**config.mk**
```make
export PLATFORM = sky130hd
export DESIGN_NAME = atanh_inv_search_4bit
export DESIGN_NICKNAME = d
export VERILOG_FILES = /design/src/rtl/atanh_inv_search_4bit.sv
export SDC_FILE = /design/constraint.sdc
export NUM_CORES = 1
export LEC_CHECK = 0
export CORE_ASPECT_RATIO = 1.25
export CORE_UTILIZATION = 40
export CTS_CLUSTER_DIAMETER = 50
export DETAILED_ROUTE_END_ITERATION = 8
export PLACE_DENSITY = 0.66
export SYNTH_ARGS = -nofsm -noshare
export SYNTH_HDL_FRONTEND = slang
export SYNTH_SLANG_ARGS = --single-unit
```
**constraint.sdc**
```tcl
create_clock -name clk -period 3.8 [get_ports clk]
set_input_delay 0.57 -clock clk [delete_from_list [all_inputs] [get_ports clk]]
set_output_delay 0.57 -clock clk [all_outputs]
set_load 0.005 [all_outputs]
```
**src/rtl/atanh_inv_search_4bit.sv**
```systemverilog
// ---------------------------------------------------------------------------
// atanh_inv_search_4bit
//
// Inverts a fixed 4-bit approximate tanh table by sequential search. A request
// (in_y) is latched, then one candidate x = 0..15 is evaluated per clock. The
// block keeps the x with the smallest |F(x) - y|; the smallest x wins a tie.
// With EARLY_EXIT = 1 the search stops at the first exact match.
//
// Ports
//   clk        : clock, rising edge
//   rst_n      : asynchronous active-low reset
//   in_valid   : request present (in_y valid)
//   in_ready   : block idle and able to accept a request
//   in_y       : target tanh code
//   out_valid  : result present on out_x / out_err / out_exact
//   out_ready  : downstream accepts the result
//   out_x      : recovered input code
//   out_err    : |F(out_x) - y|
//   out_exact  : out_err == 0
//   busy       : search in progress
// ---------------------------------------------------------------------------
module atanh_inv_search_4bit #(
    parameter int unsigned EARLY_EXIT = 1
) (
    input  logic       clk,
    input  logic       rst_n,
    input  logic       in_valid,
    output logic       in_ready,
    input  logic [3:0] in_y,
    output logic       out_valid,
    input  logic       out_ready,
    output logic [3:0] out_x,
    output logic [3:0] out_err,
    output logic       out_exact,
    output logic       busy
);

    typedef enum logic [1:0] {
        ST_IDLE   = 2'd0,
        ST_SEARCH = 2'd1,
        ST_DONE   = 2'd2
    } state_e;

    // Forward model: the approximate tanh code for each input code.
    function automatic logic [3:0] fwd_f(input logic [3:0] x);
        logic [3:0] f;
        case (x)
            4'd0:    f = 4'd0;
            4'd1:    f = 4'd3;
            4'd2:    f = 4'd12;
            4'd3:    f = 4'd3;
            4'd4:    f = 4'd12;
            4'd5:    f = 4'd3;
            4'd6:    f = 4'd12;
            4'd7:    f = 4'd3;
            4'd8:    f = 4'd8;
            4'd9:    f = 4'd3;
            4'd10:   f = 4'd12;
            4'd11:   f = 4'd3;
            4'd12:   f = 4'd12;
            4'd13:   f = 4'd3;
            4'd14:   f = 4'd12;
            4'd15:   f = 4'd7;
            default: f = 4'd0;
        endcase
        return f;
    endfunction

    // Absolute difference of two 4-bit codes; the 5-bit intermediate keeps the
    // subtraction from wrapping, and the magnitude always fits back in 4 bits.
    function automatic logic [3:0] abs_diff(input logic [3:0] a, input logic [3:0] b);
        logic [4:0] d;
        if (a >= b) begin
            d = {1'b0, a} - {1'b0, b};
        end else begin
            d = {1'b0, b} - {1'b0, a};
        end
        return d[3:0];
    endfunction

    state_e     state_q, state_d;
    logic [3:0] y_q, y_d;
    logic [3:0] cnt_q, cnt_d;
    logic [3:0] best_x_q, best_x_d;
    logic [3:0] best_err_q, best_err_d;
    logic [3:0] out_x_q, out_x_d;
    logic [3:0] out_err_q, out_err_d;
    logic       out_exact_q, out_exact_d;

    logic [3:0] cand_err_s;
    logic       better_s;
    logic       last_s;
    logic [3:0] fin_x_s;
    logic [3:0] fin_err_s;

    // Error of the candidate under evaluation and the search-exit decision.
    always_comb begin
        cand_err_s = abs_diff(fwd_f(cnt_q), y_q);
        // Strict compare: an equal error never displaces an earlier candidate.
        better_s   = (cand_err_s < best_err_q);
        if (cnt_q == 4'd15) begin
            last_s = 1'b1;
        end else if ((EARLY_EXIT != 0) && (cand_err_s == 4'd0)) begin
            last_s = 1'b1;
        end else begin
            last_s = 1'b0;
        end
        if (better_s) begin
            fin_x_s   = cnt_q;
            fin_err_s = cand_err_s;
        end else begin
            fin_x_s   = best_x_q;
            fin_err_s = best_err_q;
        end
    end

    // Next-state and datapath update for the IDLE / SEARCH / DONE sequence.
    always_comb begin
        state_d     = state_q;
        y_d         = y_q;
        cnt_d       = cnt_q;
        best_x_d    = best_x_q;
        best_err_d  = best_err_q;
        out_x_d     = out_x_q;
        out_err_d   = out_err_q;
        out_exact_d = out_exact_q;
        case (state_q)
            ST_IDLE: begin
                if (in_valid) begin
                    y_d        = in_y;
                    cnt_d      = 4'd0;
                    best_x_d   = 4'd0;
                    best_err_d = 4'd15;
                    state_d    = ST_SEARCH;
                end else begin
                    state_d    = ST_IDLE;
                end
            end
            ST_SEARCH: begin
                best_x_d   = fin_x_s;
                best_err_d = fin_err_s;
                if (last_s) begin
                    // Result registers are loaded with the candidate just
                    // evaluated folded in; the counter stops here, no wrap.
                    out_x_d     = fin_x_s;
                    out_err_d   = fin_err_s;
                    out_exact_d = (fin_err_s == 4'd0);
                    state_d     = ST_DONE;
                end else begin
                    cnt_d       = cnt_q + 4'd1;
                    state_d     = ST_SEARCH;
                end
            end
            ST_DONE: begin
                if (out_ready) begin
                    state_d = ST_IDLE;
                end else begin
                    state_d = ST_DONE;
                end
            end
            default: begin
                state_d = ST_IDLE;
            end
        endcase
    end

    // State and datapath registers.
    always_ff @(posedge clk or negedge rst_n) begin
        if (!rst_n) begin
            state_q     <= ST_IDLE;
            y_q         <= 4'd0;
            cnt_q       <= 4'd0;
            best_x_q    <= 4'd0;
            best_err_q  <= 4'd15;
            out_x_q     <= 4'd0;
            out_err_q   <= 4'd0;
            out_exact_q <= 1'b0;
        end else begin
            state_q     <= state_d;
            y_q         <= y_d;
            cnt_q       <= cnt_d;
            best_x_q    <= best_x_d;
            best_err_q  <= best_err_d;
            out_x_q     <= out_x_d;
            out_err_q   <= out_err_d;
            out_exact_q <= out_exact_d;
        end
    end

    // Handshake flags are pure decodes of the state register.
    always_comb begin
        in_ready  = (state_q == ST_IDLE);
        out_valid = (state_q == ST_DONE);
        busy      = (state_q == ST_SEARCH);
        out_x     = out_x_q;
        out_err   = out_err_q;
        out_exact = out_exact_q;
    end

endmodule
```
# Yosys cells after proc, flatten, opt, wreduce, memory -nomap -nowiden
# Memories as Yosys holds them, arrays and structs flattened.
# Index checks and enable logic that the tools add are counted.
[classes]
order_cmp = 2
add_sub_neg = 3
reduce_logical = 8
eq_ne = 5
muxes = 15
[op_table]
columns = ["op", "count"]
rows = [
  ["$mux W4", 6],
  ["$pmux W4 S2", 3],
  ["$logic_not A4 Y1", 2],
  ["$sub A4 B4 Y4", 2],
  ["$pmux W2 S3", 1],
  ["$reduce_and A2 Y1", 3],
  ["$add A4 B1 Y4 const B", 1],
  ["$eq A4 B4 Y1 const B", 1],
  ["$ge A4 B4 Y1", 1],
  ["$lt A4 B4 Y1", 1],
  ["$mux W2", 2],
  ["$ne A2 B2 Y1 const B", 2],
  ["$mux W1", 3],
  ["$reduce_and A3 Y1", 1],
  ["$eq A2 B1 Y1 const B", 1],
  ["$eq A2 B2 Y1 const B", 1],
  ["$logic_not A2 Y1", 1],
  ["$reduce_bool A2 Y1", 1],
]
[totals]
output_inout_bits = 12
mem_bits_ro = 64
ff_bits = 27
input_bits = 8
memories = 1
wordCells = 42
[mem_list]
columns = ["memory", "depth", "width", "read_ports", "rd_ports_with_merged_regs", "wr", "line", "text"]
rows = [
  ["(name not given)", 16, 4, 1, 0, 0, "47", "case (x)"],
]

# Longest topological paths before layout
# An unclocked memory read counts as a cell.
[logic_depth]
depth_word = 8
mapped_depth = 17
depth_no_buf = 16

# Worst setup path before layout
# No wires, ideal clock.
[synth_timing]
path_kind = "register -> register"
startpoint = "register cnt_q[0]"
endpoint = "register out_err_q[1], in the netlist out_err[1]"
path_slack_ns = -0.010
synth_period_minus_slack_ns = 3.810
path_buffers = 1
setup_ns = 0.125
t_required_ns = 3.675
arrival_time_ns = 3.684
stages_incl_launch_ff = 15
path_cell_list = "dfrtp_1 inv_1 ha_1 mux2_2 ha_1 buf_6 a21o_1 a31oi_1 a221oi_2 or2_2 ha_1 a21boi_1 a21oi_4 mux2_2 mux2_4"
[synth_via]
elab_chain_len = 7
word_cells_on_any_way = 12
cone_classes = "add/sub (2); order compare (2); eq/ne (1); mux (4); reduce/logical (2); memory (1)"
[synth_rtl]
columns = ["item", "line", "text"]
rows = [
  ["start, declared", "83", "logic [3:0] cnt_q, cnt_d;"],
  ["start signal, assigned", "181", "cnt_q <= cnt_d;"],
  ["$mem_v2 Z16 W4", "n/a", ""],
  ["$sub A4 B4 Y4, or another cell as far along", "76", "d = {1'b0, b} - {1'b0, a};"],
  ["$mux W4", "73", "if (a >= b) begin"],
  ["$logic_not A4 Y1", "103", "end else if ((EARLY_EXIT != 0) && (cand_err_s == 4'd0)) begin"],
  ["$mux W1", "103", ""],
  ["$mux W1", "101", "if (cnt_q == 4'd15) begin"],
  ["$reduce_and A2 Y1 (no line)", "n/a", ""],
  ["end signal, assigned", "185", "out_err_q <= out_err_d;"],
  ["end, declared", "87", "logic [3:0] out_err_q, out_err_d;"],
]
# Parallel ways exist; a longest one is shown, timed or not.
# A chain may end at the register's enable or synchronous reset.

# Final worst setup path
[layout_timing]
startpoint = "register cnt_q[0]"
endpoint = "register out_err_q[2], in the netlist out_err[2]"
# Same word-level chain as after synthesis.

==> flow_metrics.py <==
metrics = {
    "routing": {
        "dr.pass1.iters": 4,
        "vias_per_cell": 5.15,
        "post_drt_wl_per_cell_um": 14.2,
        "drc": 0,
        "routed_wl_um": 3840,
        "drt_iter0_drc": 33,
        "vias": 1391,
        "antenna_left": 0,
    },
    "critical_path": {
        "arrival_ns": 3.78,
        "reg2reg_from": "cnt_q[0]$_DFFE_PN0P_",
        "r2r_slack_ns": 0.19,
        "critPathMaxFanout": 7,
        "path_class": "reg2reg",
        "crit_required_ns": 3.97,
        "worst_setup_path_start_kind": "flip-flop",
        "end_kind": "flip-flop",
        "rr_endpoint": "out_err[2]$_DFFE_PN0P_",
        "reg2reg_depth": 14,
    },
    "synth": {
        "synth-main-ff-cell": "dfrtp_1",
        "ys_ff_latch": 27,
        "yosysUniqueCellTypes": 48,
        "synth_common_cells": "dfrtp_1 (23), nand2_1 (23), inv_1 (17)",
        "ys_warn_count": 0,
        "syn_area_per_cell_um2": 9.50,
        "synth_edf_count": 0,
        "syn_nets": 211,
        "ys_seq_area_share_pct": 38.1,
        "synth_area_mm2": 0.00179,
        "netlist_instances": 188,
        "synth_top_area_share_pct": 32.2,
        "yosys.area.top_type": "dfrtp_1",
        "synth.area.top_cells": "dfrtp_1 (32%), ha_1 (9.1%), dfstp_2 (5.9%)",
        "synthArstFlopShare_pct": 100,
    },
    "global_routing": {
        "grt_max_degree": 17,
        "grt_pass1_vias": 1402,
        "grt_use_total_pct": 17.9,
        "antenna_found_initial": 0,
        "grt_pass1_wl_um": 6400,
        "grt-ovfl-total": 0,
    },
    "placed_design": {
        "dp_slack_ns": 0.104,
        "hpwlAfterDp_um": 2960,
        "dpl.cell_count": 264,
        "gp_congestion": 0.823,
        "io_buffers": 19,
    },
    "clocking": {
        "cts_hold_buffers": 0,
        "clockBufferDepth": 2,
        "numCtsBuffers": 3,
        "cts_max_level": 1,
        "clock-root-buffer": "clkbuf_8",
        "clk_latency_ns": 0.27,
        "path_clk_slew_ns": 0.09,
        "tritoncts": "yes",
        "cts.sinks": 27,
    },
    "cells_and_area": {
        "num-fill-cells": 384,
        "areaGrowthSynthToFinish_pct": 20.8,
        "diodes": 0,
        "utilization_pct": 51.4,
        "drive_above_1_share_pct": 17.8,
        "stdcell_count": 270,
        "finalNetCount": 238,
    },
    "floorplan": {
        "die_w_um": 61.8,
        "fp-row-count": 26,
        "die_h_um": 76.7,
        "start_util_pct": 42.6,
        "core-area_mm2": 0.00420,
        "die-area_mm2": 0.00474,
        "io_pins": 20,
    },
    "timing": {
        "finalCritPeriodShare_pct": 95.0,
        "rsz0062_at_grt": "false",
        "relSlewSlack_pct": 53.2,
        "tightest_slew_ns": 0.699,
        "min_period_ns": 3.61,
        "setup_viol_count_final": 0,
        "setup_tns_ns": 0,
        "final-hold-violation-count": 0,
        "max_freq_mhz": 277,
        "fin_skew_ns": 0.00576,
        "fin_ws_ns": 0.191,
        "finalMaxSlewViolations": 0,
    },
    "min_path": {
        "hold_class": "reg2reg",
        "holdPathEnd": "out_err[3]$_DFFE_PN0P_",
        "min_from": "out_err[3]$_DFFE_PN0P_",
        "whs_path_depth": 1,
    },
    "outcome": {
        "status": "finished, final reports clean",
    },
    "flow_run": {
        "maxCapViolations": 0,
    },
}
[kinds of logic (layout without fill, tap and decap cells)]
family,Yosys count,after routing,synth area share (%)
AOI/OAI and AO/OA,59,59,23.2
and+or+nand+nor,45,45,11.1
DFF,27,27,38.1
buffers and inverters,26,52,6.44
adders and majority gates,15,15,11.3
muxes,14,14,8.75
xor gates and xnor gates,2,2,0.981
[state kept, by name, summed over array words and instances (netlist names)]
| signal | count |
|---|---|
| out_x | 4 |
| out_err | 4 |
| cnt_q | 4 |
| best_err_q | 4 |
| out_exact | 1 |
| state_q | 2 |
| y_q | 4 |
| best_x_q | 4 |
[timing repair]
action	in CTS	in global routing
gates resized for setup	0	5
setup endpoints to repair	0	5
buffers inserted	0	2
[final cells by class]
| class | instances | area, µm² | share of cell area (%) |
|---|---|---|---|
| well taps | 56 | 70.1 | 3.25 |
| flip-flops and latches | 27 | 682 | 31.6 |
| clock buffers | 3 | 41.3 | 1.91 |
| multi-input cells | 135 | 1020 | 47.1 |
| repair buffers | 31 | 280 | 13.0 |
| clock inverters | 1 | 5.00 | 0.232 |
| inverters | 17 | 63.8 | 2.96 |
[placed cells by master, fill, tap and decap left out, types with 2 or more instances in the layout]
cell / instances
a21o_1: 2
ha_1: 13
fa_1: 2
o21ai_0: 14
nor3_1: 2
o31ai_1: 2
dfrtp_1: 22
mux2_2: 4
clkdlybuf4s50_1: 19
buf_4: 12
a21oi_1: 11
o211ai_1: 3
a21oi_4: 2
nand2b_1: 3
nor2_1: 9
inv_1: 17
xor2_1: 2
nand3_1: 2
mux2i_1: 7
clkbuf_8: 3
o21ai_1: 7
dfstp_2: 4
mux2_4: 2
nand2_1: 23
[layer usage]
layer	global-route usage (%)	vias to the layer above	wire (µm)
met1	23.8	656	1840
met2	28.9	19	1850
met3	1.69	11	54
met5	0	-	0
met4	7.56	0	92
li1	-	705	-
[through the flow]
step                hold WS (ns)  area, µm²
floorplan                  0.274       1790
global placement           0.484       2070
detailed placement         0.484       2070
CTS                        0.506       2120
global route               0.523       2160
finish                     0.497       2160
[worst max path at each step]
stage                         start                      to  depth (start not counted)
2_1_floorplan  cnt_q[0]$_DFFE_PN0P_  out_err[1]$_DFFE_PN0P_                         14
3_3_place_gp   cnt_q[0]$_DFFE_PN0P_   out_exact$_DFFE_PN0P_                         15
3_5_place_dp   cnt_q[0]$_DFFE_PN0P_   out_exact$_DFFE_PN0P_                         15
4_1_cts        cnt_q[0]$_DFFE_PN0P_   out_exact$_DFFE_PN0P_                         15
5_1_grt        cnt_q[0]$_DFFE_PN0P_  out_err[2]$_DFFE_PN0P_                         14
6_report       cnt_q[0]$_DFFE_PN0P_  out_err[2]$_DFFE_PN0P_                         14
[worst max-delay path, cell delays in order, from the launching register on]
cell and delay (ns):
dfrtp_2 0.43, inv_1 0.10, ha_1 0.22, mux2_2 0.29
ha_1 0.36, a21o_1 0.18, a31oi_1 0.22, a221oi_2 0.13
or2_2 0.31, ha_1 0.28, nand2b_1 0.11, o21bai_2 0.11
a21oi_4 0.16, mux2_2 0.35, mux2_4 0.25
Power is not shown: default switching activity piles up to over one toggle a cycle in this logic, so the estimate is an artifact.
